## config.mk

```make
export PLATFORM = sky130hd
export DESIGN_NAME = rnd_range_gen_flat
export DESIGN_NICKNAME = d
export VERILOG_FILES = /design/src/rtl/rnd_range_gen_pkg.sv /design/src/rtl/rnd_range_gen_if.sv /design/src/rtl/rnd_range_gen_lfsr_core.sv /design/src/rtl/rnd_range_gen.sv /design/src/flat_wrapper.sv
export SDC_FILE = /design/constraint.sdc
export NUM_CORES = 1
export LEC_CHECK = 0
export ABC_AREA = 1
export BUFFER_PORTS_ARGS = -buffer_cell sky130_fd_sc_hd__buf_2
export CORE_UTILIZATION = 54
export CTS_BUF_LIST = sky130_fd_sc_hd__clkbuf_16
export DETAILED_ROUTE_END_ITERATION = 7
export GPL_TIMING_DRIVEN = 0
export PLACE_DENSITY = 0.79
export SKIP_CTS_REPAIR_TIMING = 1
export SYNTH_ARGS = -nofsm -noshare
export SYNTH_HDL_FRONTEND = slang
export SYNTH_HIERARCHICAL = 1
export SYNTH_SLANG_ARGS = --single-unit
```

## constraint.sdc

```tcl
create_clock -name clk_i -period 1.9 [get_ports clk_i]
set_input_delay 0.475 -clock clk_i [delete_from_list [all_inputs] [get_ports clk_i]]
set_output_delay 0.475 -clock clk_i [all_outputs]
set_load 0.1 [all_outputs]
```

## src/rtl/rnd_range_gen_pkg.sv

```systemverilog
// Shared types and helpers for the bounded-range random generator.
// Holds the draw-engine state encoding, the default LFSR constants and the
// range-to-mask helper used when a request is accepted.
package rnd_range_gen_pkg;

  typedef enum logic [1:0] {
    RND_IDLE,
    RND_DRAW,
    RND_DONE
  } rnd_state_e;

  // Widest range/result the mask helper handles; OUT_W must not exceed this.
  localparam int RND_MAX_W = 32;

  // Default 16-bit polynomial and non-zero power-up state.
  localparam logic [15:0] RND_DEF_TAPS = 16'hD008;
  localparam logic [15:0] RND_DEF_SEED = 16'hACE1;

  // Smallest all-ones value (2^k-1) that is >= range_v: every bit at or below
  // the most significant set bit of range_v is set. range_v = 0 gives 0.
  function automatic logic [RND_MAX_W-1:0] range_mask(input logic [RND_MAX_W-1:0] range_v);
    logic [RND_MAX_W-1:0] m;
    m[RND_MAX_W-1] = range_v[RND_MAX_W-1];
    for (int i = RND_MAX_W - 2; i >= 0; i--) begin
      m[i] = m[i+1] | range_v[i];
    end
    return m;
  endfunction

endpackage

```

## src/rtl/rnd_range_gen_if.sv

```systemverilog
// Request/result handshake bundle of the random range generator.
// The slave side is the generator, the master side is the consumer.
interface rnd_range_gen_if #(
  parameter int WIDTH = 16,
  parameter int OUT_W = 8
);

  logic             req_valid_i;
  logic             req_ready_o;
  logic [OUT_W-1:0] range_i;
  logic             rnd_valid_o;
  logic             rnd_ready_i;
  logic [OUT_W-1:0] rnd_o;
  logic [WIDTH-1:0] rnd_num_o;

  modport slave (
    input  req_valid_i,
    input  range_i,
    input  rnd_ready_i,
    output req_ready_o,
    output rnd_valid_o,
    output rnd_o,
    output rnd_num_o
  );

  modport master (
    output req_valid_i,
    output range_i,
    output rnd_ready_i,
    input  req_ready_o,
    input  rnd_valid_o,
    input  rnd_o,
    input  rnd_num_o
  );

endinterface

```

## src/rtl/rnd_range_gen_lfsr_core.sv

```systemverilog
// Free-running Fibonacci LFSR with synchronous seed reload.
// Optional macro RND_LOCKUP_GUARD_EN: an all-zero state (reachable only by
// loading a zero seed) is replaced by SEED on the following edge.
module rnd_range_gen_lfsr_core #(
  parameter int               WIDTH = 16,
  parameter logic [WIDTH-1:0] TAPS  = 16'hD008,
  parameter logic [WIDTH-1:0] SEED  = 16'hACE1
) (
  input  logic             clk_i,
  input  logic             rst_i,
  input  logic             load_i,
  input  logic [WIDTH-1:0] seed_i,
  output logic [WIDTH-1:0] state_o
);

  logic [WIDTH-1:0] state_q;

  // State update: reset, then reload, then (optionally) lockup escape, else shift.
  always_ff @(posedge clk_i) begin
    if (rst_i) begin
      state_q <= SEED;
    end else if (load_i) begin
      state_q <= seed_i;
`ifdef RND_LOCKUP_GUARD_EN
    end else if (state_q == '0) begin
      state_q <= SEED;
`endif
    end else begin
      state_q <= {state_q[WIDTH-2:0], ^(state_q & TAPS)};
    end
  end

  assign state_o = state_q;

endmodule

```

## src/rtl/rnd_range_gen.sv

```systemverilog
// Bounded-range random generator: LFSR source plus a req/ack draw engine that
// returns a uniform value in [0, range] by mask-and-reject sampling, folding
// the last candidate back into range after MAX_TRIES rejected attempts.
// Optional macro RND_LOCKUP_GUARD_EN enables the LFSR zero-state escape.
module rnd_range_gen
  import rnd_range_gen_pkg::*;
#(
  parameter int               WIDTH     = 16,
  parameter logic [WIDTH-1:0] TAPS      = RND_DEF_TAPS,
  parameter logic [WIDTH-1:0] SEED      = RND_DEF_SEED,
  parameter int               OUT_W     = 8,
  parameter int               MAX_TRIES = 8
) (
  input  logic             clk_i,
  input  logic             rst_i,
  input  logic             seed_load_i,
  input  logic [WIDTH-1:0] seed_i,
  rnd_range_gen_if.slave   bus
);

  // Retry counter only needs to reach MAX_TRIES-1; keep at least one bit.
  localparam int               TRY_W    = (MAX_TRIES > 1) ? $clog2(MAX_TRIES) : 1;
  localparam logic [TRY_W-1:0] LAST_TRY = TRY_W'(MAX_TRIES - 1);

  logic [WIDTH-1:0] lfsr_state;
  rnd_state_e       fsm_q;
  logic [TRY_W-1:0] tries_q;
  logic [OUT_W-1:0] range_q;
  logic [OUT_W-1:0] mask_q;
  logic [OUT_W-1:0] rnd_q;
  logic             req_ready_q;
  logic             rnd_valid_q;
  logic [OUT_W-1:0] cand;

  // A rejected candidate lies in (range, mask]; since mask <= 2*range+1,
  // subtracting range+1 always lands inside [0, range]. range+1 needs one
  // extra bit so range = all-ones does not wrap.
  function automatic logic [OUT_W-1:0] fold_down(input logic [OUT_W-1:0] c,
                                                 input logic [OUT_W-1:0] r);
    return OUT_W'({1'b0, c} - ({1'b0, r} + (OUT_W + 1)'(1)));
  endfunction

  rnd_range_gen_lfsr_core #(
    .WIDTH (WIDTH),
    .TAPS  (TAPS),
    .SEED  (SEED)
  ) u_lfsr (
    .clk_i   (clk_i),
    .rst_i   (rst_i),
    .load_i  (seed_load_i),
    .seed_i  (seed_i),
    .state_o (lfsr_state)
  );

  // Candidate for this cycle's attempt, taken from the live LFSR state.
  assign cand = lfsr_state[OUT_W-1:0] & mask_q;

  // Draw engine: accept a range, try one candidate per cycle, hold the result.
  always_ff @(posedge clk_i) begin
    if (rst_i) begin
      fsm_q       <= RND_IDLE;
      tries_q     <= '0;
      range_q     <= '0;
      mask_q      <= '0;
      rnd_q       <= '0;
      req_ready_q <= 1'b1;
      rnd_valid_q <= 1'b0;
    end else begin
      case (fsm_q)
        RND_IDLE: begin
          if (bus.req_valid_i && req_ready_q) begin
            range_q     <= bus.range_i;
            mask_q      <= OUT_W'(range_mask(RND_MAX_W'(bus.range_i)));
            tries_q     <= '0;
            req_ready_q <= 1'b0;
            fsm_q       <= RND_DRAW;
          end
        end
        RND_DRAW: begin
          if (cand <= range_q) begin
            rnd_q       <= cand;
            rnd_valid_q <= 1'b1;
            fsm_q       <= RND_DONE;
          end else if (tries_q == LAST_TRY) begin
            rnd_q       <= fold_down(cand, range_q);
            rnd_valid_q <= 1'b1;
            fsm_q       <= RND_DONE;
          end else begin
            tries_q <= tries_q + TRY_W'(1);
          end
        end
        RND_DONE: begin
          if (bus.rnd_ready_i) begin
            rnd_valid_q <= 1'b0;
            req_ready_q <= 1'b1;
            tries_q     <= '0;
            fsm_q       <= RND_IDLE;
          end
        end
        default: begin
          fsm_q       <= RND_IDLE;
          req_ready_q <= 1'b1;
          rnd_valid_q <= 1'b0;
        end
      endcase
    end
  end

  assign bus.req_ready_o = req_ready_q;
  assign bus.rnd_valid_o = rnd_valid_q;
  assign bus.rnd_o       = rnd_q;
  assign bus.rnd_num_o   = lfsr_state;

endmodule
```

## src/flat_wrapper.sv

```systemverilog
// flat-port wrapper written by rule: the top's interface ports become plain ports
module rnd_range_gen_flat import rnd_range_gen_pkg::*;
#(
  parameter int               WIDTH     = 16,
  parameter logic [WIDTH-1:0] TAPS      = RND_DEF_TAPS,
  parameter logic [WIDTH-1:0] SEED      = RND_DEF_SEED,
  parameter int               OUT_W     = 8,
  parameter int               MAX_TRIES = 8
)
  (clk_i, rst_i, seed_load_i, seed_i, bus_req_valid_i, bus_range_i, bus_rnd_ready_i, bus_req_ready_o, bus_rnd_valid_o, bus_rnd_o, bus_rnd_num_o);
  rnd_range_gen_if #(.WIDTH(WIDTH), .OUT_W(OUT_W)) bus_i ();
  input  logic clk_i;
  input  logic rst_i;
  input  logic seed_load_i;
  input  logic [WIDTH-1:0] seed_i;
  input wire logic [$bits(bus_i.req_valid_i)-1:0] bus_req_valid_i;
  input wire logic [$bits(bus_i.range_i)-1:0] bus_range_i;
  input wire logic [$bits(bus_i.rnd_ready_i)-1:0] bus_rnd_ready_i;
  output wire logic [$bits(bus_i.req_ready_o)-1:0] bus_req_ready_o;
  output wire logic [$bits(bus_i.rnd_valid_o)-1:0] bus_rnd_valid_o;
  output wire logic [$bits(bus_i.rnd_o)-1:0] bus_rnd_o;
  output wire logic [$bits(bus_i.rnd_num_o)-1:0] bus_rnd_num_o;
  assign bus_i.req_valid_i = bus_req_valid_i;
  assign bus_i.range_i = bus_range_i;
  assign bus_i.rnd_ready_i = bus_rnd_ready_i;
  assign bus_req_ready_o = bus_i.req_ready_o;
  assign bus_rnd_valid_o = bus_i.rnd_valid_o;
  assign bus_rnd_o = bus_i.rnd_o;
  assign bus_rnd_num_o = bus_i.rnd_num_o;
  rnd_range_gen #(.WIDTH(WIDTH), .TAPS(TAPS), .SEED(SEED), .OUT_W(OUT_W), .MAX_TRIES(MAX_TRIES)) u_core (.clk_i(clk_i), .rst_i(rst_i), .seed_load_i(seed_load_i), .seed_i(seed_i), .bus(bus_i));
endmodule
```

==> results.yml <==
sta:
  clock_skew_ps: 2.92
  fin_crit_sh_pct: 96.1
  tns_ps: 0
  period_minus_slack_ps: 1830
  max-slew-margin-rel_pct: 67.1
  setup_violations: 0
  fin_ws_ps: 73.5
  fmax_mhz: 547
  hold_violations: 0
  tightest_slew_ps: 494
  slew_viol_final: 0
route:
  drc: 0
  dr.pass1.iters: 4
  wire_per_inst_um: 12.5
  drtIter0Drc: 140
  vias_per_cell: 5.04
  ant_nets: 0
  via_count: 2423
  drt-total-wl_mm: 5.99
global_routing:
  grt_pass1_wl_mm: 9.16
  grt_pass1_vias: 2109
  grt_antenna_before_repair: 0
  grt_max_degree: 15
  grt_busiest_layer: "met2"
  use_met1_pct: 28.8
  grt_use_met2_pct: 40.2
  grt.met3_usage_pct: 5.63
  grtUsageTotal_pct: 23.6
  overflow: 0
synthesis:
  syn-num-nets: 404
  yosysUniqueCellTypes: 31
  synth_top_area_share_pct: 37.0
  syn_area_um2: 2490
  synth-seq-cells: 46
  avgSynthCellArea_um2: 6.84
  synth_largest_area_cell: "dfxtp_1"
  yosys-top-cells-area: "dfxtp_1, nand2_1, inv_1"
  ys.warnings.count: 6
  yosysSeqAreaShare_pct: 37.0
  synthCells: 364
cts:
  cts_htree_levels: 2
  clkSinkCount: 46
  path_clk_slew_ps: 60
  cts_tree: "done"
  clk_latency_ps: 290
  clockBufferDepth: 2
  cts-root-buf: "clkbuf_16"
  numCtsBuffers: 5
layout:
  areaGrowthSynthToFinish_pct: 26.4
  fillers: 367
  layout_commonest_cell: "nand2_1"
  drive_gt1_share_pct: 28.7
  diodes: 0
  final_core_util_pct: 71.8
  final_cell_mix: "nand2_1, buf_2, inv_1"
  final_nets: 468
critical_path:
  cp_max_fo: 6
  reg2reg_to: "u_core/bus.rnd_o[1]$_SDFFE_PP0P_"
  r2r_start: "u_core/u_lfsr/state_o[5]$_SDFF_PP1_"
  worstSetupPathType: "register to register"
  rrSetupSlack_ps: 70
  critPathMaxStageDelay_ps: 350
  cp_common_cell: "nand2_1"
  end_kind: "register"
  crit_path_top_delay_cell: "dfxtp_4"
  cp.required_ps: 2090
  startpoint: "u_core/u_lfsr/state_o[5]$_SDFF_PP1_"
  endpoint: "u_core/bus.rnd_o[1]$_SDFFE_PP0P_"
  startpoint_type: "register"
  path_cells: "nand2_2, inv_1, ha_4, nand2_1, nand2_1, nand2_1, nand2_2, nand2_4, nand2_4, nand3_4, nand2_8, buf_12, nand2_2, nand2_1, nor2_1"
  r2r_cells: 15
  cp_top_family: "simple AND/OR/NAND/NOR gates"
  cp.arrival_ps: 2020
  critical_path_depth: 15
  path_buf_inv: 2
floorplan:
  dieArea_um2: 4890
  rows: 24
  start_util_pct: 56.8
  fp.dieH_um: 69.9
  die_w_um: 69.9
  coreArea_um2: 4380
  num_io_pins: 55
run_status:
  outcome: "completed"
power_and_ir_drop:
  power.leakage_uw: 0.00163
  power_density_nw_per_um2: 2060
  irDropWorstVdd_uv: 709
worst_hold_path:
  hp-class: "input port to register"
flow_run:
  cap_violations: 0
placed_design:
  preCtsSetupSlack_ps: 7.96
  gp_congestion: 0.867
  port_buffers: 53
  hpwl_mm: 4.12
## kinds of logic (layout without fill, tap and decap cells)
logic type	count (synthesis)	count (layout)	share of synthesized area, %
xor+xnor	3	3	1.05
simple gates	184	184	32.2
fa+ha+maj	11	11	5.83
flops	46	46	37.0
compound gates	56	56	12.0
buf+inv	64	129	12.0
## cell type report
| cell class | count | area (um2) | share of cell area (%) |
|---|---|---|---|
| plain buffers | 10 | 88.8 | 2.82 |
| clock buffers | 5 | 125 | 3.97 |
| clock inverters | 3 | 16.3 | 0.516 |
| inverters | 54 | 210 | 6.67 |
| multi-input cells | 254 | 1380 | 43.9 |
| flip-flops and latches | 46 | 948 | 30.1 |
| well taps | 52 | 65.1 | 2.07 |
| repair buffers | 57 | 313 | 9.93 |
## Yosys cell counts
cell type,count
nand4_1,1
clkinv_1,1
nor2_1,41
ha_1,10
nor3_2,1
nand2_1,103
a31oi_1,1
dfxtp_1,46
xnor2_1,3
inv_2,4
o211ai_1,1
a21oi_4,1
buf_12,1
o21ai_0,25
inv_1,47
a21oi_1,25
nand2_2,9
clkinv_2,1
a21oi_2,1
buf_6,3
buf_4,3
fa_1,1
buf_2,1
o21ai_1,2
inv_6,1
clkbuf_1,2
nand3_2,2
nand3_1,18
or2_2,2
nand2_4,5
nor3_1,2
## per-layer routing
metal,vias up,wire length (um)
li1,1258,-
met1,1072,2550
met2,81,2960
met3,12,331
met4,0,151
met5,-,0
## metrics by stage
stage | instance area [um2] | std cells | power, uW | hold WS (ps)
after floorplan | 2530 | 364 | 4520 | 435
after global placement | 2870 | 469 | 5020 | 445
after detailed placement | 2870 | 469 | 5110 | 452
after CTS | 3010 | 477 | 5980 | 388
after global routing | 3150 | 481 | 6910 | 406
final | 3150 | 481 | 6470 | 397
## worst min path at each step
stage | depth (start not counted) | to | startpoint
3_3_place_gp | 2 | u_core/bus.rnd_valid_o$_SDFFE_PP0P_ | u_core/bus.rnd_valid_o$_SDFFE_PP0P_
4_1_cts | 3 | u_core/u_lfsr/state_o[11]$_SDFF_PP1_ | seed_i[11]
5_1_grt | 3 | u_core/u_lfsr/state_o[11]$_SDFF_PP1_ | seed_i[11]
3_5_place_dp | 2 | u_core/u_lfsr/state_o[11]$_SDFF_PP1_ | u_core/u_lfsr/state_o[10]$_SDFF_PP1_
6_report | 3 | u_core/u_lfsr/state_o[11]$_SDFF_PP1_ | seed_i[11]
2_1_floorplan | 2 | u_core/range_q[5]$_SDFFE_PP0P_ | u_core/range_q[5]$_SDFFE_PP0P_
## sequential cells by signal (all words and copies together) (netlist names)
name,count
u_core/range_q,8
u_core/bus.req_ready_o,1
u_core/fsm_q,2
u_core/bus.rnd_valid_o,1
u_core/tries_q,3
u_core/bus.rnd_o,8
u_core/u_lfsr/state_o,16
u_core/mask_q,7
## worst register-to-register path: stages (launching register included)
cell and delay [ps]:
dfxtp_4 350, nand2_2 90, inv_1 80, ha_4 290
nand2_1 50, nand2_1 80, nand2_1 90, nand2_2 80
nand2_4 70, nand2_4 100, nand3_4 90, nand2_8 110
buf_12 120, nand2_2 40, nand2_1 50, nor2_1 40
## power breakdown
part           switching (uW)  internal (uW)
clock network             363            480
registers                 174           1280
logic                    2810           1360
(Power assumes the default switching activity.)
